<file path="src/rtl/cpu_types_pkg.sv">
// rtl/cpu_types_pkg.sv - shared CPU types for the memory-access stage
package cpu_types_pkg;

  typedef logic [31:0] word_t;

  typedef enum logic [1:0] {
    IDLE,
    WAIT,
    DONE,
    HALTED
  } mem_state_t;

  localparam int WAIT_CNT_W = 16;

  // Cache requests are word granular; drop the byte offset.
  function automatic word_t word_align(input word_t addr);
    return {addr[31:2], 2'b00};
  endfunction

endpackage

</file>
<file path="src/rtl/mem_access_ctrl_if.sv">
// rtl/mem_access_ctrl_if.sv - pipeline/cache signal bundle around the memory-access stage
interface mem_access_ctrl_if;
  import cpu_types_pkg::*;

  logic                  dREN_EX_MEM;
  logic                  dWEN_EX_MEM;
  logic                  halt_EX_MEM;
  word_t                 result_EX_MEM;
  word_t                 store_EX_MEM;
  logic                  dhit;
  word_t                 dload;
  logic                  dmemREN;
  logic                  dmemWEN;
  word_t                 dmemaddr;
  word_t                 dmemstore;
  word_t                 dmemload;
  logic                  mem_stall;
  logic                  halt;
  logic [WAIT_CNT_W-1:0] wait_cycles;

  // Pipeline registers and cache drive the requests and responses.
  modport master (
    output dREN_EX_MEM, dWEN_EX_MEM, halt_EX_MEM, result_EX_MEM, store_EX_MEM,
    output dhit, dload,
    input  dmemREN, dmemWEN, dmemaddr, dmemstore, dmemload, mem_stall, halt, wait_cycles
  );

  // The controller sits between EX/MEM and MEM/WB.
  modport slave (
    input  dREN_EX_MEM, dWEN_EX_MEM, halt_EX_MEM, result_EX_MEM, store_EX_MEM,
    input  dhit, dload,
    output dmemREN, dmemWEN, dmemaddr, dmemstore, dmemload, mem_stall, halt, wait_cycles
  );

endinterface

</file>
<file path="src/rtl/sat_counter.sv">
// rtl/sat_counter.sv - saturating up-counter with synchronous active-low clear
module sat_counter #(
  parameter int WIDTH = 16
) (
  input  logic             clk_i,
  input  logic             nrst_i,
  input  logic             en_i,
  output logic [WIDTH-1:0] count_o
);

  logic [WIDTH-1:0] count_q;
  logic [WIDTH-1:0] count_d;

  // Increment while enabled, sticking at all-ones.
  always_comb begin
    count_d = count_q;
    if (en_i && (count_q != {WIDTH{1'b1}})) begin
      count_d = count_q + WIDTH'(1);
    end
  end

  // Count register.
  always_ff @(posedge clk_i) begin
    if (!nrst_i) begin
      count_q <= '0;
    end else begin
      count_q <= count_d;
    end
  end

  assign count_o = count_q;

endmodule

</file>
<file path="src/rtl/mem_access_ctrl.sv">
// rtl/mem_access_ctrl.sv - data-memory request sequencer and pipeline stall source
module mem_access_ctrl
  import cpu_types_pkg::*;
(
  input  logic              CLK,
  input  logic              nRST,
  mem_access_ctrl_if.slave  bus
);

  mem_state_t state_q, state_d;
  logic       halt_pend_q, halt_pend_d;
  word_t      load_q, load_d;

  logic       ren, wen, stall, cnt_en;
  logic       op, is_load;

  // A write wins when both enables are set, so a load is read-only.
  assign op      = bus.dREN_EX_MEM | bus.dWEN_EX_MEM;
  assign is_load = bus.dREN_EX_MEM & ~bus.dWEN_EX_MEM;

  // Next state, strobes and stall; everything forced quiet while in reset.
  always_comb begin
    state_d     = state_q;
    halt_pend_d = halt_pend_q;
    load_d      = load_q;
    ren         = 1'b0;
    wen         = 1'b0;
    stall       = 1'b0;
    cnt_en      = 1'b0;
    case (state_q)
      IDLE: begin
        if (op) begin
          ren         = is_load;
          wen         = bus.dWEN_EX_MEM;
          stall       = 1'b1;
          halt_pend_d = bus.halt_EX_MEM;
          if (bus.dhit) begin
            state_d = DONE;
            if (is_load) load_d = bus.dload;
          end else begin
            state_d = WAIT;
          end
        end else if (bus.halt_EX_MEM) begin
          state_d = HALTED;
        end
      end
      WAIT: begin
        ren         = is_load;
        wen         = bus.dWEN_EX_MEM;
        stall       = 1'b1;
        halt_pend_d = halt_pend_q | bus.halt_EX_MEM;
        if (bus.dhit) begin
          state_d = DONE;
          if (is_load) load_d = bus.dload;
        end else begin
          cnt_en = 1'b1;
        end
      end
      DONE: begin
        // One quiet cycle lets the pipeline advance past the finished op.
        state_d     = halt_pend_q ? HALTED : IDLE;
        halt_pend_d = 1'b0;
      end
      HALTED: begin
        stall = 1'b1;
      end
      default: begin
        state_d = IDLE;
      end
    endcase
    if (!nRST) begin
      ren    = 1'b0;
      wen    = 1'b0;
      stall  = 1'b0;
      cnt_en = 1'b0;
    end
  end

  // State, pending-halt flag and captured load data.
  always_ff @(posedge CLK) begin
    if (!nRST) begin
      state_q     <= IDLE;
      halt_pend_q <= 1'b0;
      load_q      <= '0;
    end else begin
      state_q     <= state_d;
      halt_pend_q <= halt_pend_d;
      load_q      <= load_d;
    end
  end

  sat_counter #(
    .WIDTH (WAIT_CNT_W)
  ) u_wait_cnt (
    .clk_i   (CLK),
    .nrst_i  (nRST),
    .en_i    (cnt_en),
    .count_o (bus.wait_cycles)
  );

  assign bus.dmemREN   = ren;
  assign bus.dmemWEN   = wen;
  assign bus.mem_stall = stall;
  assign bus.halt      = (state_q == HALTED);
  assign bus.dmemaddr  = word_align(bus.result_EX_MEM);
  assign bus.dmemstore = bus.store_EX_MEM;
  assign bus.dmemload  = load_q;

endmodule
</file>
<file path="src/flat_wrapper.sv">
// flat-port wrapper written by rule: the top's interface ports become plain ports
module mem_access_ctrl_flat import cpu_types_pkg::*;
  (CLK, nRST, bus_dREN_EX_MEM, bus_dWEN_EX_MEM, bus_halt_EX_MEM, bus_result_EX_MEM, bus_store_EX_MEM, bus_dhit, bus_dload, bus_dmemREN, bus_dmemWEN, bus_dmemaddr, bus_dmemstore, bus_dmemload, bus_mem_stall, bus_halt, bus_wait_cycles);
  mem_access_ctrl_if bus_i ();
  input  logic CLK;
  input  logic nRST;
  input wire logic [$bits(bus_i.dREN_EX_MEM)-1:0] bus_dREN_EX_MEM;
  input wire logic [$bits(bus_i.dWEN_EX_MEM)-1:0] bus_dWEN_EX_MEM;
  input wire logic [$bits(bus_i.halt_EX_MEM)-1:0] bus_halt_EX_MEM;
  input wire logic [$bits(bus_i.result_EX_MEM)-1:0] bus_result_EX_MEM;
  input wire logic [$bits(bus_i.store_EX_MEM)-1:0] bus_store_EX_MEM;
  input wire logic [$bits(bus_i.dhit)-1:0] bus_dhit;
  input wire logic [$bits(bus_i.dload)-1:0] bus_dload;
  output wire logic [$bits(bus_i.dmemREN)-1:0] bus_dmemREN;
  output wire logic [$bits(bus_i.dmemWEN)-1:0] bus_dmemWEN;
  output wire logic [$bits(bus_i.dmemaddr)-1:0] bus_dmemaddr;
  output wire logic [$bits(bus_i.dmemstore)-1:0] bus_dmemstore;
  output wire logic [$bits(bus_i.dmemload)-1:0] bus_dmemload;
  output wire logic [$bits(bus_i.mem_stall)-1:0] bus_mem_stall;
  output wire logic [$bits(bus_i.halt)-1:0] bus_halt;
  output wire logic [$bits(bus_i.wait_cycles)-1:0] bus_wait_cycles;
  assign bus_i.dREN_EX_MEM = bus_dREN_EX_MEM;
  assign bus_i.dWEN_EX_MEM = bus_dWEN_EX_MEM;
  assign bus_i.halt_EX_MEM = bus_halt_EX_MEM;
  assign bus_i.result_EX_MEM = bus_result_EX_MEM;
  assign bus_i.store_EX_MEM = bus_store_EX_MEM;
  assign bus_i.dhit = bus_dhit;
  assign bus_i.dload = bus_dload;
  assign bus_dmemREN = bus_i.dmemREN;
  assign bus_dmemWEN = bus_i.dmemWEN;
  assign bus_dmemaddr = bus_i.dmemaddr;
  assign bus_dmemstore = bus_i.dmemstore;
  assign bus_dmemload = bus_i.dmemload;
  assign bus_mem_stall = bus_i.mem_stall;
  assign bus_halt = bus_i.halt;
  assign bus_wait_cycles = bus_i.wait_cycles;
  mem_access_ctrl u_core (.CLK(CLK), .nRST(nRST), .bus(bus_i));
endmodule
</file>
<file path="config.mk">
export PLATFORM = sky130hd
export DESIGN_NAME = mem_access_ctrl_flat
export DESIGN_NICKNAME = d
export VERILOG_FILES = /design/src/rtl/cpu_types_pkg.sv /design/src/rtl/mem_access_ctrl_if.sv /design/src/rtl/sat_counter.sv /design/src/rtl/mem_access_ctrl.sv /design/src/flat_wrapper.sv
export SDC_FILE = /design/constraint.sdc
export NUM_CORES = 1
export LEC_CHECK = 0
export CAP_MARGIN = 20
export CORE_MARGIN = 2
export CORE_UTILIZATION = 31
export CTS_BUF_LIST = sky130_fd_sc_hd__clkbuf_4 sky130_fd_sc_hd__clkbuf_8
export DETAILED_ROUTE_END_ITERATION = 8
export GPL_TIMING_DRIVEN = 0
export MAX_ROUTING_LAYER = met4
export PLACE_DENSITY_LB_ADDON = 0.25
export SLEW_MARGIN = 20
export SYNTH_ARGS = -nofsm -noshare
export SYNTH_HDL_FRONTEND = slang
export SYNTH_SLANG_ARGS = --single-unit
</file>
<file path="constraint.sdc">
create_clock -name CLK -period 1.8 [get_ports CLK]
set_input_delay 0.36 -clock CLK [delete_from_list [all_inputs] [get_ports CLK]]
set_output_delay 0.36 -clock CLK [all_outputs]
set_load 0.005 [all_outputs]
</file>
# Yosys cells after proc, flatten, opt, wreduce, memory -nomap -nowiden

Cells that the tools add are included.

Register bits: 51
Output and inout port bits: 116
Logic and storage cells: 48

Add/subtract/negate cells: 1
Equal/unequal tests: 7
Multiplexer cells: 24
Bitwise operators: 4
Reductions and logical operators: 8

Operators with widths:

| cell                    | number |
|---|---|
| $mux W32                | 3 |
| $pmux W32 S2            | 1 |
| $add A16 B1 Y16 const B | 1 |
| $ne A16 B16 Y1 const B  | 1 |
| $mux W1                 | 10 |
| $mux W2                 | 5 |
| $pmux W1 S2             | 3 |
| $pmux W2 S3             | 1 |
| $eq A2 B2 Y1 const B    | 2 |
| $reduce_and A2 Y1       | 2 |
| $ne A3 B2 Y1 const B    | 1 |
| $pmux W1 S3             | 1 |
| $reduce_and A3 Y1       | 1 |
| $reduce_bool A3 Y1      | 1 |
| $eq A2 B1 Y1 const B    | 1 |
| $logic_not A2 Y1        | 1 |
| $ne A2 B1 Y1 const B    | 1 |
| $ne A2 B2 Y1 const B    | 1 |
| $or A1 B1 Y1            | 2 |
| $reduce_bool A2 Y1      | 1 |
| $reduce_or A2 Y1        | 1 |
| $and A1 B1 Y1           | 1 |
| $logic_and A1 B1 Y1     | 1 |
| $not A1 Y1              | 1 |

# Depth between registers and ports, before layout

Depth after elaboration: 6
Depth in mapped cells: 8
Depth with buffers taken out: 6

# Modules after synthesis

A second synthesis with hierarchy kept.

Cell total of the unflattened synthesis: 339
Area, all modules: 2773.9 µm²

By module, submodules not included:

| module          | times used | cells an instance | area each (µm²) |
|---|---|---|---|
| mem_access_ctrl | 1          | 242               | 1936.9 |
| sat_counter     | 1          | 97                | 837.1 |

# Least setup slack after synthesis

Ideal clock, no wire load.

Path type: flip-flop to flip-flop
Start point: register u_core.state_q[1]
End point: register u_core.load_q[12], in the netlist u_core.bus.dmemload[12]
Library setup time: 0.132 ns
Arrival: 1.610 ns
Required time: 1.668 ns
Setup slack: 0.058 ns
Stages on the path, launching flop included: 9
Path through: dfxtp_1 > inv_1 > ha_1 > or2_2 > and4b_1 > clkbuf_1 > clkbuf_1 > nand2_1 > a21oi_1

Longest elaborated chain between the ends: 3
Elaborated cells on any way between the ends: 6
Those cells by class: 2 x eq/ne; 1 x mux; 3 x reduce/logical

RTL lines:

| item                                                                | RTL line              | text |
|---|---|---|
| start: declaration                                                  | mem_access_ctrl.sv:10 | `mem_state_t state_q, state_d;` |
| start signal: assignment                                            | mem_access_ctrl.sv:86 | `state_q <= state_d;` |
| $logic_not A2 Y1 or $eq A2 B1 Y1 (tied branches)                    | mem_access_ctrl.sv:30 | `case (state_q)` |
| $ne A2 B1 Y1 (no source line) or $reduce_bool A2 Y1 (tied branches) | -                     |  |
| $reduce_and A2 Y1 (no source line)                                  | -                     |  |
| end signal: assignment                                              | mem_access_ctrl.sv:88 | `load_q <= load_d;` |
| end: declaration                                                    | mem_access_ctrl.sv:12 | `word_t load_q, load_d;` |

Parallel ways exist; a longest one is shown, timed or not.
A chain may end at the register's enable or synchronous reset.

# Worst setup path after layout

Start point: register u_core.state_q[1]
End point: output port bus_dmemREN

Longest elaborated chain between the ends: 3
Elaborated cells on any way between the ends: 4
Those cells by class: 1 x eq/ne; 2 x mux; 1 x reduce/logical

RTL lines:

| item                                             | RTL line              | text |
|---|---|---|
| $eq A2 B1 Y1 or $logic_not A2 Y1 (tied branches) | mem_access_ctrl.sv:30 |  |
| $pmux W1 S2 *                                    | mem_access_ctrl.sv:30 |  |
| $mux W1 *                                        | mem_access_ctrl.sv:71 | `if (!nRST) begin` |
| end: declaration                                 | flat_wrapper.sv:14    | `output wire logic [$bits(bus_i.dmemREN)-1:0] bus_dmemREN;` |

Mark *: on every way between the ends. The rest lies on a longest branch, timed or not.

==> impl_metrics.yaml <==
final_layout:
  fillers: 805
  diodes: 0
  postLayoutCoreUtil_pct: 54.3
  areaGrowthSynthToFinish_pct: 71.1
  design_area_um2: 4690
  multi_input_area_um2: 1290
  drive_above_1_share_pct: 22.2
  seq_area_um2: 1030
  finalNetCount: 618
drt:
  drt_first_pass_iters: 4
  via_per_inst: 4.60
  drtIter0Drc: 141
  wire_per_inst_um: 12.5
  drc: 0
  antenna_left: 0
  num_vias: 2836
  routed_wl_um: 7740
die:
  core-area_um2: 8640
  ios: 218
  start_util_pct: 31.7
  die_h_um: 98.0
  rows: 34
  die_area_um2: 9610
  die_w_um: 98.0
critical_path:
  critPathMaxStageDelay_ns: 0.38
  end_kind: "output pin"
  crit_chain: "inv_4 -> ha_4 -> or2_4 -> and4b_1 -> buf_2"
  cp-start-kind: "flop"
  cp.required_ns: 1.44
  worst-path-buf-inv: 2
  worstSetupPathType: "reg -> out"
  crit_family: "simple AND/OR/NAND/NOR gates"
  cp-startpoint: "u_core.state_q[1]"
  reg2reg_slack_ns: 0.06
  rr_endpoint: "u_core.u_wait_cnt.count_o[13]"
  reg2reg_depth: 6
  slowest_stage: "dfxtp_4"
  r2r_start: "u_core.state_q[1]"
  cp.arrival_ns: 1.46
  path_max_fanout: 5
sta:
  setup_viol: 2
  fin_skew_ns: 0.00970
  slew_headroom_pct: 64.1
  fin_hold_ws_ns: 0.459
  rsz0062_at_grt: "yes"
  min_period_ns: 1.82
  fin_ws_ns: -0.0242
  drv_slew: 0
  min_period_over_period_pct: 101
  worstMarginPinSlew_ns: 0.539
  hold_violations: 0
  tns_ns: -0.0315
  max_freq_ghz: 0.548
flow_run:
  drv_cap: 0
placement:
  port_buffers: 151
  hpwl_um: 5970
  post-place-ws_ns: -1.20
  gp_congestion: 0.857
  postPlaceCellArea_um2: 4390
cts:
  clkSinkCount: 51
  htreeDepth: 2
  clkLatencyLatePin_ns: 0.31
  clockRootBuffer: "clkbuf_8"
  clk_pin_slew_ns: 0.10
  tritoncts: "done"
  clockBufferDepth: 2
  numCtsBuffers: 5
grt:
  grt_pass1_vias: 2534
  antenna_found_initial: 0
  gr-usage-all-layers_pct: 15.4
  grt_pass1_wl_um: 12000
  grt_max_degree: 16
  grt-ovfl-total: 0
power_and_ir_drop:
  power.density_nw_per_um2: 653
  ir_drop_uv: 501
  leakage_nw: 1.82
synth:
  ys_seq_area_share_pct: 37.3
  syn_area_um2: 2740
  synthFlopType: "dfxtp_1"
  syn_inst: 343
  yosysWarnings: 0
  async_flop_share_pct: 0
  synth_area_per_cell_um2: 7.99
  synth-edff-count: 0
  ys_seq_elements: 51
  synth_cell_types: 37
hold_path:
  hp-class: "reg -> reg"
  holdPathEnd: "u_core.bus.dmemload[15]"
  worstHoldStart: "u_core.bus.dmemload[15]"
  holdPathStages: 2
status:
  violations: "negative setup slack"
  status: "complete, but fails checks"
[cell families (layout without fill, tap and decap cells)]
| logic type | after synthesis | count (layout) | share of synthesized area [%] |
|---|---|---|---|
| other | 1 | 2 | 0.137 |
| AO/OA/AOI/OAI | 53 | 53 | 11.0 |
| buffers and inverters | 83 | 248 | 20.1 |
| adder cells (fa/ha/maj) | 8 | 8 | 3.65 |
| AND/OR/NAND/NOR | 133 | 133 | 22.6 |
| multiplexers | 14 | 14 | 5.16 |
| flip-flops | 51 | 51 | 37.3 |
[Yosys cell counts, drive strengths merged (2+ instances only)]
cell type   n  area, um^2
nand2      84         315
buf        64         480
dfxtp      51        1020
a21oi      37         185
clkbuf     13        48.8
mux2i      13         130
nor2       13        48.8
ha          8         100
inv         6        22.5
nand4       6        43.8
nand2b      5        31.3
a211oi      4        30.0
nor3        4        20.0
o21ai       4        20.0
nand3       3        15.0
a2111oi     2        17.5
and2        2        12.5
and3        2        12.5
and4        2        20.0
and4b       2        20.0
nand4b      2        17.5
nor4        2        18.8
o31ai       2        15.0
or4         2        15.0
[worst reg2reg max path: cells and delay by family (launching register included)]
family / cells / cell delay, ns
buf+inv: 1 / 0.08
fa+ha+maj: 1 / 0.16
compound gates: 1 / 0.15
flops: 1 / 0.37
simple gates: 3 / 0.92
[state kept, by name, summed over array words and instances, names as in the netlist]
| register | cells |
|---|---|
| u_core.u_wait_cnt.count_o | 16 |
| u_core.bus.dmemload | 32 |
| u_core.state_q | 2 |
| u_core.halt_pend_q | 1 |
[worst max path at each step]
stage,end,slack [ns],cells after the start
after floorplan,u_core.bus.dmemload[12],0.06,8
after global placement,bus_mem_stall,-1.20,6
after detailed placement,bus_mem_stall,-1.20,6
after CTS,bus_dmemREN,-0.03,5
after global routing,bus_dmemREN,-0.09,5
final,bus_dmemREN,-0.02,5
[layout by cell type, fill, tap and decap left out, drive strengths merged, types with 5 or more instances in the layout]
master / Yosys / routed
nand4: 6 / 6
nand2: 84 / 84
inv: 6 / 6
a21oi: 37 / 37
mux2i: 13 / 13
dfxtp: 51 / 51
clkdlybuf4s50: 0 / 145
nor2: 13 / 13
ha: 8 / 8
buf: 64 / 75
nand2b: 5 / 5
clkbuf: 13 / 18
[cell type report]
type / count / share of cell area, %
sequential: 51 / 21.9
clock inverter: 1 / 0.187
multi-input combinational: 210 / 27.5
timing repair buffer: 158 / 33.2
tap: 108 / 2.88
inverter: 6 / 0.587
buffer: 76 / 11.7
clock buffer: 7 / 1.92
[layer usage]
| metal | GRT usage, % | wire (um) | up-vias | part of all wire [%] |
|---|---|---|---|---|
| met1 | 18.2 | 3090 | 1271 | 40 |
| li1 | - | - | 1413 | - |
| met4 | 4.49 | 99 | 0 | 1.3 |
| met5 | - | 0 | - | 0 |
| met3 | 4.29 | 691 | 8 | 8.9 |
| met2 | 25.7 | 3860 | 144 | 50 |
[power by group]
| part | internal [mW] | leakage, nW | switching (mW) | total (mW) |
|---|---|---|---|---|
| combinational | 0.647 | 1.35 | 0.419 | 1.07 |
| sequential | 1.21 | 0.414 | 0.0676 | 1.28 |
| clock | 0.331 | 0.0519 | 0.382 | 0.713 |
[through the flow]
stage / power [mW] / instances
detailed placement: 2.22 / 603
global placement: 2.20 / 603
floorplan: 1.76 / 344
finish: 3.06 / 617
CTS: 3.04 / 615
global route: 3.25 / 617
[what timing repair did]
item                                    4_1_cts  5_1_grt
hold buffers                                  0        0
pin swaps                                     2        4
setup buffers                                 4        3
cloned                                        0        0
endpoints found under the setup margin       48       47
resized for setup                            45       18
(Power assumes the default switching activity.)
